File: src/rtl/game_pkg.sv
// rtl/game_pkg.sv - shared loot types, loot table constants and reel FSM states
//
// Purpose: types and constants shared by the loot reel controller and its
//          loot table.
// Contents: loot_e (loot type), reel_state_e (reel FSM state),
//           BASE_SPEED_DEFAULT, per-type speed/value constants, is_loot().
package game_pkg;

  typedef enum logic [2:0] {
    LOOT_EMPTY      = 3'd0,
    LOOT_GOLD_SMALL = 3'd1,
    LOOT_GOLD_BIG   = 3'd2,
    LOOT_ROCK       = 3'd3,
    LOOT_DIAMOND    = 3'd4,
    LOOT_BAG        = 3'd5
  } loot_e;

  typedef enum logic [1:0] {
    ST_IDLE     = 2'd0,
    ST_ATTACHED = 2'd1,
    ST_PAYOUT   = 2'd2
  } reel_state_e;

  localparam int BASE_SPEED_DEFAULT = 4;

  localparam logic [3:0]  SPEED_GOLD_SMALL = 4'd4;
  localparam logic [3:0]  SPEED_GOLD_BIG   = 4'd1;
  localparam logic [3:0]  SPEED_ROCK       = 4'd2;
  localparam logic [3:0]  SPEED_DIAMOND    = 4'd8;
  localparam logic [3:0]  SPEED_BAG        = 4'd4;

  localparam logic [11:0] VALUE_GOLD_SMALL = 12'd50;
  localparam logic [11:0] VALUE_GOLD_BIG   = 12'd500;
  localparam logic [11:0] VALUE_ROCK       = 12'd20;
  localparam logic [11:0] VALUE_DIAMOND    = 12'd600;
  localparam logic [11:0] VALUE_BAG        = 12'd100;

  // Types 6 and 7 are unused codes and behave like EMPTY.
  function automatic logic is_loot(input logic [2:0] t);
    return (t >= 3'd1) && (t <= 3'd5);
  endfunction

endpackage

File: src/rtl/loot_table.sv
// rtl/loot_table.sv - combinational loot type to speed/value lookup
//
// Purpose: maps a loot type to the claw speed while reeling it and its
//          score value. EMPTY and unused codes give BASE_SPEED and 0.
// Ports:
//   loot_type_i [2:0]  - loot type to look up
//   speed_o     [3:0]  - claw speed with this loot attached
//   value_o     [11:0] - points awarded on delivery
module loot_table
  import game_pkg::*;
#(
  parameter int BASE_SPEED = BASE_SPEED_DEFAULT
) (
  input  logic [2:0]  loot_type_i,
  output logic [3:0]  speed_o,
  output logic [11:0] value_o
);

  always_comb begin
    speed_o = 4'(BASE_SPEED);
    value_o = 12'd0;
    case (loot_type_i)
      LOOT_GOLD_SMALL: begin speed_o = SPEED_GOLD_SMALL; value_o = VALUE_GOLD_SMALL; end
      LOOT_GOLD_BIG:   begin speed_o = SPEED_GOLD_BIG;   value_o = VALUE_GOLD_BIG;   end
      LOOT_ROCK:       begin speed_o = SPEED_ROCK;       value_o = VALUE_ROCK;       end
      LOOT_DIAMOND:    begin speed_o = SPEED_DIAMOND;    value_o = VALUE_DIAMOND;    end
      LOOT_BAG:        begin speed_o = SPEED_BAG;        value_o = VALUE_BAG;        end
      default: ;
    endcase
  end

endmodule

File: src/rtl/loot_reel_ctrl.sv
// rtl/loot_reel_ctrl.sv - claw loot capture, reel-in speed and payout control
//
// Purpose: latches the first real loot the claw touches, slows the claw to
//          that loot's speed, drags the loot with the claw, and on return
//          emits a one-cycle score/consume pulse and counts the delivery.
// Ports:
//   clk, resetN (async, active-low)
//   start_level                         - sync level restart, highest priority
//   claw_collision, loot_type[2:0]      - claw touched an object of this type
//   claw_returned                       - claw back at pivot
//   claw_topLeftX/Y[10:0] signed        - claw position
//   move_speed[3:0]                     - registered claw speed
//   loot_attached                       - loot is being reeled
//   loot_topLeftX/Y[10:0] signed        - registered loot draw position
//   score_valid, score_add[11:0]        - payout pulse and points
//   loot_consumed                       - remove object from field (pulse)
//   loot_count[5:0]                     - deliveries this level, saturating
module loot_reel_ctrl
  import game_pkg::*;
#(
  parameter int BASE_SPEED = BASE_SPEED_DEFAULT,
  parameter int OFFSET_X   = 0,
  parameter int OFFSET_Y   = 16
) (
  input  logic               clk,
  input  logic               resetN,
  input  logic               start_level,
  input  logic               claw_collision,
  input  logic [2:0]         loot_type,
  input  logic               claw_returned,
  input  logic signed [10:0] claw_topLeftX,
  input  logic signed [10:0] claw_topLeftY,
  output logic [3:0]         move_speed,
  output logic               loot_attached,
  output logic signed [10:0] loot_topLeftX,
  output logic signed [10:0] loot_topLeftY,
  output logic               score_valid,
  output logic [11:0]        score_add,
  output logic               loot_consumed,
  output logic [5:0]         loot_count
);

  localparam logic signed [10:0] OFF_X = 11'(OFFSET_X);
  localparam logic signed [10:0] OFF_Y = 11'(OFFSET_Y);

  reel_state_e        state_q, state_d;
  logic [2:0]         type_q;
  logic [3:0]         speed_q;
  logic signed [10:0] loot_x_q, loot_y_q;
  logic [5:0]         count_q;
  logic [3:0]         tbl_speed;
  logic [11:0]        tbl_value;
  logic [2:0]         tbl_type;

  // One table serves both lookups: the incoming type while idle (speed for
  // the capture edge) and the latched type otherwise (value for payout).
  assign tbl_type = (state_q == ST_IDLE) ? loot_type : type_q;

  loot_table #(.BASE_SPEED(BASE_SPEED)) u_table (
    .loot_type_i (tbl_type),
    .speed_o     (tbl_speed),
    .value_o     (tbl_value)
  );

  always_ff @(posedge clk or negedge resetN) begin
    if (!resetN) state_q <= ST_IDLE;
    else         state_q <= state_d;
  end

  always_comb begin
    state_d = state_q;
    if (start_level) begin
      state_d = ST_IDLE;
    end else begin
      case (state_q)
        // claw_returned is meaningless while idle, so a coincident capture wins
        ST_IDLE:     if (claw_collision && is_loot(loot_type)) state_d = ST_ATTACHED;
        ST_ATTACHED: if (claw_returned) state_d = ST_PAYOUT;
        ST_PAYOUT:   state_d = ST_IDLE;
        default:     state_d = ST_IDLE;
      endcase
    end
  end

  always_comb begin
    loot_attached = (state_q == ST_ATTACHED);
    score_valid   = (state_q == ST_PAYOUT);
    loot_consumed = (state_q == ST_PAYOUT);
    score_add     = (state_q == ST_PAYOUT) ? tbl_value : 12'd0;
  end

  always_ff @(posedge clk or negedge resetN) begin
    if (!resetN) begin
      type_q   <= LOOT_EMPTY;
      speed_q  <= 4'(BASE_SPEED);
      loot_x_q <= '0;
      loot_y_q <= '0;
      count_q  <= '0;
    end else begin
      if (state_d == ST_IDLE) begin
        type_q  <= LOOT_EMPTY;
        speed_q <= 4'(BASE_SPEED);
      end else if (state_q == ST_IDLE) begin
        type_q  <= loot_type;
        speed_q <= tbl_speed;
      end
      if (state_d == ST_ATTACHED) begin
        loot_x_q <= claw_topLeftX + OFF_X;
        loot_y_q <= claw_topLeftY + OFF_Y;
      end
      if (start_level)
        count_q <= '0;
      else if (state_q == ST_PAYOUT && count_q != 6'd63)
        count_q <= count_q + 6'd1;
    end
  end

  assign move_speed    = speed_q;
  assign loot_topLeftX = loot_x_q;
  assign loot_topLeftY = loot_y_q;
  assign loot_count    = count_q;

endmodule
File: config.mk
export PLATFORM = sky130hd
export DESIGN_NAME = loot_reel_ctrl
export DESIGN_NICKNAME = d
export VERILOG_FILES = /design/src/rtl/game_pkg.sv /design/src/rtl/loot_table.sv /design/src/rtl/loot_reel_ctrl.sv
export SDC_FILE = /design/constraint.sdc
export NUM_CORES = 1
export LEC_CHECK = 0
export CAP_MARGIN = 20
export CORE_MARGIN = 1
export CORE_UTILIZATION = 35
export DETAILED_ROUTE_END_ITERATION = 6
export GPL_ROUTABILITY_DRIVEN = 0
export PLACE_DENSITY = 0.68
export SYNTH_ARGS = -nofsm -noshare
export SYNTH_HDL_FRONTEND = slang
export SYNTH_SLANG_ARGS = --single-unit
File: constraint.sdc
create_clock -name clk -period 5.4 [get_ports clk]
set_clock_uncertainty 0.2 [all_clocks]
set_input_delay 1.35 -clock clk [delete_from_list [all_inputs] [get_ports clk]]
set_output_delay 1.35 -clock clk [all_outputs]
set_load 0.02 [all_outputs]
# Word level (Yosys, flattened, before mapping)
# Index checks and enable logic that the tools add are counted.
word_totals:
  regBits: 37
  in_bits: 30
  output_inout_bits: 47
  elab_cells: 39
op_classes:
  addsub: 2
  magnitude_cmp: 2
  eq_ne: 9
  muxes: 13
  n_reduce_logical: 7
ops:
  columns: ["op", "count"]
  rows:
  - ["10-bit case mux with 5 select lines", 1]
  - ["12-bit 2-to-1 mux", 1]
  - ["6-bit 2-to-1 mux", 2]
  - ["4-bit case mux with 3 select lines", 1]
  - ["11-bit by 6-bit adder with 11-bit output (second input constant)", 1]
  - ["4-bit 2-to-1 mux", 2]
  - ["6-bit by 1-bit adder with 6-bit output (second input constant)", 1]
  - ["3-bit by 2-bit == test with 1-bit output (second input constant)", 2]
  - ["3-bit == test (second input constant)", 2]
  - ["2-bit 2-to-1 mux", 3]
  - ["3-bit 2-to-1 mux", 2]
  - ["6-bit != test (second input constant)", 1]
  - ["2-bit by 1-bit == test with 1-bit output (second input constant)", 2]
  - ["2-bit zero test", 2]
  - ["2-bit case mux with 2 select lines", 1]
  - ["2-bit nonzero test", 2]
  - ["3-bit by 1-bit == test with 1-bit output (second input constant)", 1]
  - ["3-bit by 1-bit greater-or-equal comparator with 1-bit output (second input constant)", 1]
  - ["3-bit less-or-equal comparator (second input constant)", 1]
  - ["1-bit logical AND", 3]
  - ["2-bit == test (second input constant)", 1]

# Depth between registers and ports, before layout
# Gate-level depths: netlist (run 1).
depth:
  ltp_word: 8
  mapped_depth: 7
  depth_no_buf: 6

# Modules after synthesis
# Synthesis (run 1) repeated with hierarchy kept, for this count alone.
unflattened:
  cells_unflattened: 173
  hier_area_um2: 2015.7
by_module_without_submodules:
  columns: ["mod", "n_inst", "cells_each", "area_per_inst_um2", "seq_area_each_um2"]
  rows:
  - ["loot_reel_ctrl", 1, 152, 1863.0, 927.1]
  - ["loot_table", 1, 21, 152.6, 0.0]

# Least setup slack after synthesis (run 1)
# OpenSTA, ideal clock, no wires.
synth_path:
  path_type: "register -> output"
  from: "register state_q[0]"
  to: "output score_add[8]"
  t_arrival_ps: 1580
  t_required_ps: 3850
  setup_slack_ps: 2270
  path_stages_with_launch: 6
  n_path_buf: 2
  path_cell_list: "dfrtp_1 > buf_4 > inv_1 > nand2_1 > nor3_1 > buf_4"
synth_via:
  elab_chain_cells: 5
  elab_cells_between_ends: 10
  cone_classes: "eq/ne: 6; mux: 3; reduce/logical: 1"
synth_lines:
  columns: ["element", "line", "text"]
  rows:
  - ["start, declared", "loot_reel_ctrl.sv:46", "reel_state_e state_q, state_d;"]
  - ["start signal, assigned", "loot_reel_ctrl.sv:67", "else state_q <= state_d;"]
  - ["2-bit zero test", "loot_reel_ctrl.sv:57", "assign tbl_type = (state_q == ST_IDLE) ? loot_type : type_q;"]
  - ["3-bit 2-to-1 mux", "loot_reel_ctrl.sv:57", null]
  - ["3-bit == test, or another cell as far along", "loot_table.sv:22", "case (loot_type_i)"]
  - ["10-bit case mux with 5 select lines", "loot_table.sv:22", null]
  - ["12-bit 2-to-1 mux (*)", "loot_reel_ctrl.sv:89", "score_add = (state_q == ST_PAYOUT) ? tbl_value : 12'd0;"]
  - ["end, declared", "loot_reel_ctrl.sv:38", "output logic [11:0] score_add,"]
# Every way passes the cells marked *; elsewhere a longest branch is shown, timed or not.

# Worst setup path after layout (run 1)
layout_path:
  from: "register state_q[0]"
  to: "output score_add[7]"
# Same word-level chain as after synthesis.

==> results.cfg, run 1 <==
[cells_and_area]
n_fill_cell = 458
stdcell_area_sq_mm = 0.00265
drive_gt1_share_pct = 15.6
mostFrequentLayoutCells = clkdlybuf4s50_1 (72), dfrtp_1 (36), mux2_4 (18)
nNetsFinal = 255
area_growth_syn_to_layout_pct = 43.3
seqCellArea_sq_um = 927
diodes = 0
multi_input_area_sq_um = 813
final_common_cell = clkdlybuf4s50_1

[hold_path]
hp-class = reg2reg
min_from = loot_topLeftY[2]

[global_routing]
grt_pass1_wl_microns = 6200
grt_usage_pct = 14.7
grt_pass1_vias = 1390
antenna_found_initial = 0
grt_max_degree = 38
overflow = 0

[critical_path]
r2r_end = loot_topLeftY[0]
cpLargestDelayFamily = buffers and inverters
start_kind = flop
crit_slowest_cell = clkdlybuf4s50_1
crit_required_ns = 3.85
crit_chain = inv_1 -> nand2_1 -> nor3_1 -> clkdlybuf4s50_1
cp.arrival_ns = 2.10
r2r_cells = 4
critPathCapture = score_add[7]
crit_buf_inv = 2
critPathMaxFanout = 11
max_stage_delay_ns = 0.66
critPathCaptureType = primary output
path_class = reg2out
crit_path_start = state_q[0]
r2r_setup_slack_ns = 3.13
regToRegStartpoint = state_q[0]
cp_num_cells = 4

[routing]
route.detailed.drc = 0
wl_microns = 3780
wl_per_cell_microns = 12.8
firstDrtPassIters = 4
via_per_inst = 4.70
detail-route-antenna-nets = 0
drt_iter0_drc = 69
vias = 1382

[pwr]
power_per_cell_area_mw_per_mm2 = 307
max-vdd-ir-drop_mv = 0.175
finalPower_w = 0.000816
total_leakage_power_nw = 1.12

[yosys]
postSynthAreaPerCell_sq_um = 12.2
synth_seq_area_share_pct = 50.1
ys_ff_latch = 37
yosysUniqueCellTypes = 37
ys_warn_count = 0
synth_area_sq_mm = 0.00185
syn_inst = 152

[cts]
hold_buffers = 0
cts_root_buf = clkbuf_8
cts_setup_buffers = 0
h-tree-depth = 2
cts_buffers = 5
cts-resized-gates = 0
cts_tree = built
clkLatencyLatePin_ns = 0.28
clk_pin_slew_ns = 0.07
numClockSinks = 37
clk_path_buf_depth = 2

[sta]
worstMarginPinSlew_ns = 0.825
fin_crit_sh_pct = 67.6
report.final.hold_viol_count = 0
setup_slack_ns = 1.75
fmax_mhz = 274
slew_headroom_pct = 45.0
tns_ns = 0
final.min_clock_period_ns = 3.65
finalSetupViolCount = 0
drv_slew = 0
rsz0062_at_grt = false

[die]
core_sq_mm = 0.00511
design.die.area_sq_mm = 0.00559
fp.dieW_microns = 74.7
pin_count = 77
start_util_pct = 36.3
rows = 26
die_h_microns = 74.7

[placement]
pre_cts_ws_ns = 1.82
placed_area_sq_mm = 0.00257
port_buffers = 73
hpwlAfterDp_microns = 2700

[outcome]
status = finished, final reports clean

[run]
cap_viol_max_count = 0
-- report_power, final --
group / internal (W) / leakage, nW / switching, W
Sequential: 0.000324 / 0.463 / 0.0000298
Combinational: 0.000159 / 0.618 / 0.000119
Clock: 0.0000906 / 0.0422 / 0.0000938
Total: 0.000574 / 1.12 / 0.000242
-- per-layer routing --
metal	global-route usage, %	vias up	wire length, microns
met2	22.9	57	1700
li1	-	665	-
met1	18.4	658	1690
met4	4.40	0	24
met5	0	-	0
met3	6.83	2	352
-- layout make-up --
cell class | count | share of cell area [%]
repair buffers | 73 | 27.3
clock buffers | 7 | 2.88
inverters | 5 | 0.707
clock inverters | 1 | 0.189
well taps | 70 | 3.30
multi-input cells | 101 | 30.6
flip-flops and latches | 37 | 34.9
-- worst min path at each step --
stage | endpoint | slack, ns | cells past startpoint
finish | loot_topLeftY[2] | 0.31 | 1
global placement | loot_topLeftY[0] | 0.29 | 1
global route | loot_topLeftY[3] | 0.33 | 1
floorplan | move_speed[2] | 0.32 | 2
detailed placement | loot_topLeftX[0] | 0.29 | 1
CTS | loot_topLeftY[2] | 0.31 | 1
-- worst register-to-register path: stages, from the launching register on --
cell,delay (ns)
dfrtp_1,0.50
or2b_1,0.30
a211oi_2,0.30
o21a_4,0.46
mux2_2,0.40
-- per-stage QoR --
step | utilization (%) | hold WS, ns | instances
floorplan | - | 0.317 | 154
global placement | 50.4 | 0.291 | 286
detailed placement | 50.4 | 0.293 | 286
CTS | 52.0 | 0.311 | 294
global route | 52.0 | 0.334 | 294
finish | 52.0 | 0.306 | 294
-- flip-flops by register name (all words and copies together) (netlist names) --
| signal | cells |
|---|---|
| type_q | 3 |
| loot_count | 6 |
| move_speed | 4 |
| loot_topLeftX | 11 |
| loot_topLeftY | 11 |
| state_q | 2 |
-- cell usage after synthesis, drive strengths merged --
cell / instances / area share, %
or4bb: 1 / 0.61
nand2: 4 / 0.81
a22oi: 2 / 0.81
mux2i: 3 / 1.6
a311oi: 1 / 0.47
and3: 2 / 0.68
o21a: 1 / 0.81
clkbuf: 2 / 0.41
nor3: 5 / 1.6
nand3: 6 / 1.6
conb: 1 / 0.20
dfstp: 1 / 1.4
ha: 2 / 1.4
and2: 1 / 0.34
o21ai: 1 / 0.27
nand3b: 1 / 0.41
buf: 9 / 5.0
or2b: 1 / 0.41
dfrtp: 36 / 49
a32oi: 1 / 0.47
xor2: 5 / 2.4
or2: 2 / 0.68
nand4: 3 / 1.0
mux2: 21 / 16
o22ai: 1 / 0.34
nor2: 16 / 3.2
xnor2: 4 / 1.9
a211oi: 2 / 1.1
and4b: 1 / 0.54
a21oi: 7 / 1.9
inv: 5 / 1.0
and4: 1 / 0.54
nand2b: 3 / 1.0
-- logic make-up after synthesis --
logic type      share of synthesized area (%)
mux                                      18.0
compound gates                           6.15
xor+xnor                                 4.26
fa+ha+maj                                1.35
buf+inv                                  6.42
flops                                    50.1
other cells                             0.203
simple gates                             13.5
No activity file was read; power rests on OpenSTA's default activity.
==> run 2: changes to the inputs <==
clock period = 3.53 ns   (was 5.4 ns; I/O delays follow)
==> run 2 against run 1 <==
Net effect: non-clock buffer count grew 1; clock power grew 110%; register-to-register slack lost 1.9 ns; highest routed layer unchanged.
==> results.cfg, run 2 (synthesis results as in run 1) <==
[critical_path]
max_stage_delay_ns = 0.63
path_class = reg2out
r2r_setup_slack_ns = 1.25
cp.arrival_ns = 1.99
crit_required_ns = 2.45
r2r_end = loot_topLeftY[2]
crit_slowest_cell = clkdlybuf4s50_1
crit_buf_inv = 1
start_kind = flop
regToRegStartpoint = state_q[0]
crit_chain = nand2b_1 -> or2_2 -> a21oi_1 -> clkdlybuf4s50_1
cpLargestDelayFamily = buffers and inverters
r2r_cells = 5
critPathCaptureType = primary output
cp_num_cells = 4
critPathMaxFanout = 6

[die]
design.die.area_sq_mm = 0.00559
core_sq_mm = 0.00511
rows = 26
die_h_microns = 74.7
pin_count = 77
start_util_pct = 36.3
fp.dieW_microns = 74.7

[cts]
cts_root_buf = clkbuf_8
numClockSinks = 37
cts_tree = built
clk_path_buf_depth = 2
cts-resized-gates = 0
cts_buffers = 5
h-tree-depth = 2
clk_pin_slew_ns = 0.07
cts_setup_buffers = 0
clkLatencyLatePin_ns = 0.29
hold_buffers = 0

[routing]
wl_microns = 3940
drt_iter0_drc = 96
via_per_inst = 4.74
detail-route-antenna-nets = 0
vias = 1398
wl_per_cell_microns = 13.4
firstDrtPassIters = 4
route.detailed.drc = 0

[sta]
final.min_clock_period_ns = 3.07
fmax_mhz = 325
hold-worst-slack_ns = 0.308
fin_crit_sh_pct = 87.1
slew_headroom_pct = 45.0
drv_slew = 0
rsz0062_at_grt = false
tns_ns = 0
report.final.hold_viol_count = 0
finalSetupViolCount = 0
worstMarginPinSlew_ns = 0.825

[cells_and_area]
mostFrequentLayoutCells = clkdlybuf4s50_1 (72), dfrtp_1 (36), mux2_4 (18)
diodes = 0
final_common_cell = clkdlybuf4s50_1
area_growth_syn_to_layout_pct = 45.6
drive_gt1_share_pct = 16.4
finish.utilization_pct = 52.8
nNetsFinal = 256

[hold_path]
hp-class = reg2reg
min_from = loot_topLeftY[2]
min_to = loot_topLeftY[2]
holdPathStages = 1

[pwr]
power_frac_clock_pct = 28.0
total_leakage_power_nw = 1.14
p_int_w = 0.000971
finalPower_w = 0.00135
p_sw_share_pct = 27.9
switchingPower_w = 0.000376
power_frac_seq_pct = 40.1
power_per_cell_area_mw_per_mm2 = 499
max-vdd-ir-drop_mv = 0.319
combPwrFrac_pct = 31.8

[global_routing]
overflow = 0
grt_usage_pct = 15.4
grt_pass1_wl_microns = 6350
grt_pass1_vias = 1380
grt_max_degree = 38
antenna_found_initial = 0

[placement]
hpwlAfterDp_microns = 2760
port_buffers = 73

[outcome]
status = finished, final reports clean

[run]
cap_viol_max_count = 0
-- run 2: cell count changes in the layout (fill, tap and decap cells not counted), sizes merged --
cell	before	now
buf	1	2
bufinv	0	1
clkinv	1	0
-- run 2: area by class of cell --
type                    count  area (sq um)
clock buffers               7          86.3
clock inverters             1          30.0
fillers                   449          2410
inverters                   5          18.8
multi-input cells         101           813
flip-flops and latches     37           927
well taps                  70          87.6
repair buffers             74           733
-- run 2: power by group through the flow --
stage | Combinational, W | Clock, W | Sequential (W)
after detailed placement | 0.000432 | 0 | 0.000542
after global placement | 0.000428 | 0 | 0.000547
after floorplan | 0.000146 | 0 | 0.000628
after global routing | 0.000455 | 0.000411 | 0.000550
final | 0.000429 | 0.000378 | 0.000540
after CTS | 0.000434 | 0.000394 | 0.000541
-- run 2: worst max path at each step --
stage	start	endpoint	slack, ns
2_1_floorplan	state_q[0]	score_add[8]	0.87
3_3_place_gp	claw_collision	loot_topLeftY[1]	0.45
3_5_place_dp	claw_collision	loot_topLeftY[0]	0.41
4_1_cts	type_q[2]	score_add[5]	0.42
5_1_grt	state_q[0]	score_add[8]	0.33
6_report	type_q[2]	score_add[5]	0.46
-- run 2: layer usage --
layer / part of all wire (%) / GRT usage, % / vias up
li1: - / - / 664
met1: 45 / 19.5 / 672
met2: 46 / 23.1 / 60
met3: 8.4 / 7.23 / 2
met4: 0.66 / 5.66 / 0
met5: 0 / 0 / -
-- run 2: stage by stage --
stage | worst slack (ns) | std cells | instance area [sq um]
final | 0.456 | 295 | 2700
after global routing | 0.327 | 295 | 2700
after CTS | 0.421 | 295 | 2700
after detailed placement | 0.407 | 287 | 2580
after global placement | 0.452 | 287 | 2580
after floorplan | 0.868 | 154 | 1860
==> run 3: changes to the inputs <==
TNS_END_PERCENT = 5   (was default)
clock period = 3.4 ns   (was 3.53 ns; I/O delays follow)
==> run 3 against run 2 <==
Net effect: global-route usage is 0.88 points lower; worst hold slack better by 0.0016 ns; setup slack worse by 0.083 ns; clock power is 19% lower; die area stayed put; sequential power is 4% higher; via count is 2.4% lower; critical path type unchanged.
==> results.cfg, run 3 (synthesis results as in run 1) <==
[cells_and_area]
area_growth_syn_to_layout_pct = 44.0
multi_input_area_sq_um = 813
n_fill_cell = 459
diodes = 0
seqCellArea_sq_um = 927
finish.utilization_pct = 52.2
drive_gt1_share_pct = 16.9
mostFrequentLayoutCells = clkdlybuf4s50_1 (72), dfrtp_1 (36), mux2_4 (18)
final_common_cell = clkdlybuf4s50_1
nNetsFinal = 256

[sta]
hold-worst-slack_ns = 0.310
slew_headroom_pct = 46.6
tns_ns = 0
fin_crit_sh_pct = 89.0
final.min_clock_period_ns = 3.03
drv_slew = 0
finalSetupViolCount = 0
fmax_mhz = 330
report.final.hold_viol_count = 0
rsz0062_at_grt = false
worstMarginPinSlew_ns = 0.802

[critical_path]
start_kind = flop
crit_required_ns = 2.35
path_class = reg2out
critPathMaxFanout = 6
critPathCaptureType = primary output
cp.arrival_ns = 1.98

[routing]
drt_iter0_drc = 99
wl_per_cell_microns = 13.1
firstDrtPassIters = 4
wl_met1_microns = 1690
wl_met3_microns = 356
via_per_inst = 4.63
top_layer_used = met4
wl_microns = 3860
wl_met2_microns = 1750
detail-route-antenna-nets = 0
route.detailed.drc = 0
vias = 1365

[die]
die_h_microns = 74.7
fp.dieW_microns = 74.7
pin_count = 77
design.die.area_sq_mm = 0.00559
rows = 26
start_util_pct = 36.3
core_sq_mm = 0.00511

[pwr]
max-vdd-ir-drop_mv = 0.344
finalPower_w = 0.00131
total_leakage_power_nw = 1.13
power_per_cell_area_mw_per_mm2 = 492

[placement]
hpwlAfterDp_microns = 2720
port_buffers = 73

[cts]
cts_root_buf = clkbuf_8
cts_buffers = 5
h-tree-depth = 2
clk_pin_slew_ns = 0.08
clkLatencyLatePin_ns = 0.30
cts_setup_buffers = 0
clk_path_buf_depth = 2
numClockSinks = 37
cts_tree = built
hold_buffers = 0
cts-resized-gates = 0

[global_routing]
antenna_found_initial = 0
grt_usage_pct = 14.5
grt_pass1_vias = 1305
grt_pass1_wl_microns = 6040
grt_max_degree = 38
overflow = 0

[hold_path]
hp-class = reg2reg

[run]
cap_viol_max_count = 0

[outcome]
status = finished, final reports clean
## run 3: cell count changes in the layout (fill, tap and decap cells not counted), sizes merged
cell      change
bufinv        -1
clkbuf        -2
clkinv        +2
clkinvlp      +1
## run 3: final cells by class
type	count	area share (%)
clock inverter	3	0.657
timing repair buffer	74	27.5
clock buffer	5	2.58
inverter	5	0.704
sequential	37	34.8
multi-input combinational	101	30.5
tap	70	3.28
## run 3: metal layers
layer	up-vias	global-route usage (%)
met2	59	22.2
li1	659	-
met3	6	6.43
met1	641	18.4
met5	-	0
met4	0	5.03
## run 3: worst paths after layout
check | to | slack, ns | cells past startpoint | startpoint
worst min register to register | loot_topLeftY[2] | 0.31 | 1 | loot_topLeftY[2]
min in group asynchronous | loot_topLeftY[9] | 0.44 | 1 | resetN
max in group asynchronous | loot_topLeftX[0] | 2.05 | 1 | resetN
worst max-delay path | score_add[6] | 0.37 | 4 | type_q[2]
worst min-delay path | loot_topLeftY[2] | 0.31 | 1 | loot_topLeftY[2]
worst max register to register | loot_topLeftY[2] | 1.12 | 5 | state_q[0]
## run 3: report_power, final
group	switching, W	total (W)	internal, W
clock	0.000166	0.000307	0.000142
sequential	0.0000445	0.000559	0.000515
combinational	0.000191	0.000445	0.000254
## run 3: through the flow
stage                     std cells  worst slack, ns  instance area, sq um
after floorplan                 154            0.770                  1860
final                           295            0.373                  2670
after detailed placement        287            0.301                  2580
after global placement          287            0.355                  2580
after global routing            295            0.200                  2670
after CTS                       295            0.330                  2670
## run 3: worst max-delay path, cell delays in order (launching register included)
cell and delay, ns:
dfrtp_1 0.45, nand2b_1 0.19, or2_2 0.29, a21oi_1 0.13, clkdlybuf4s50_1 0.62
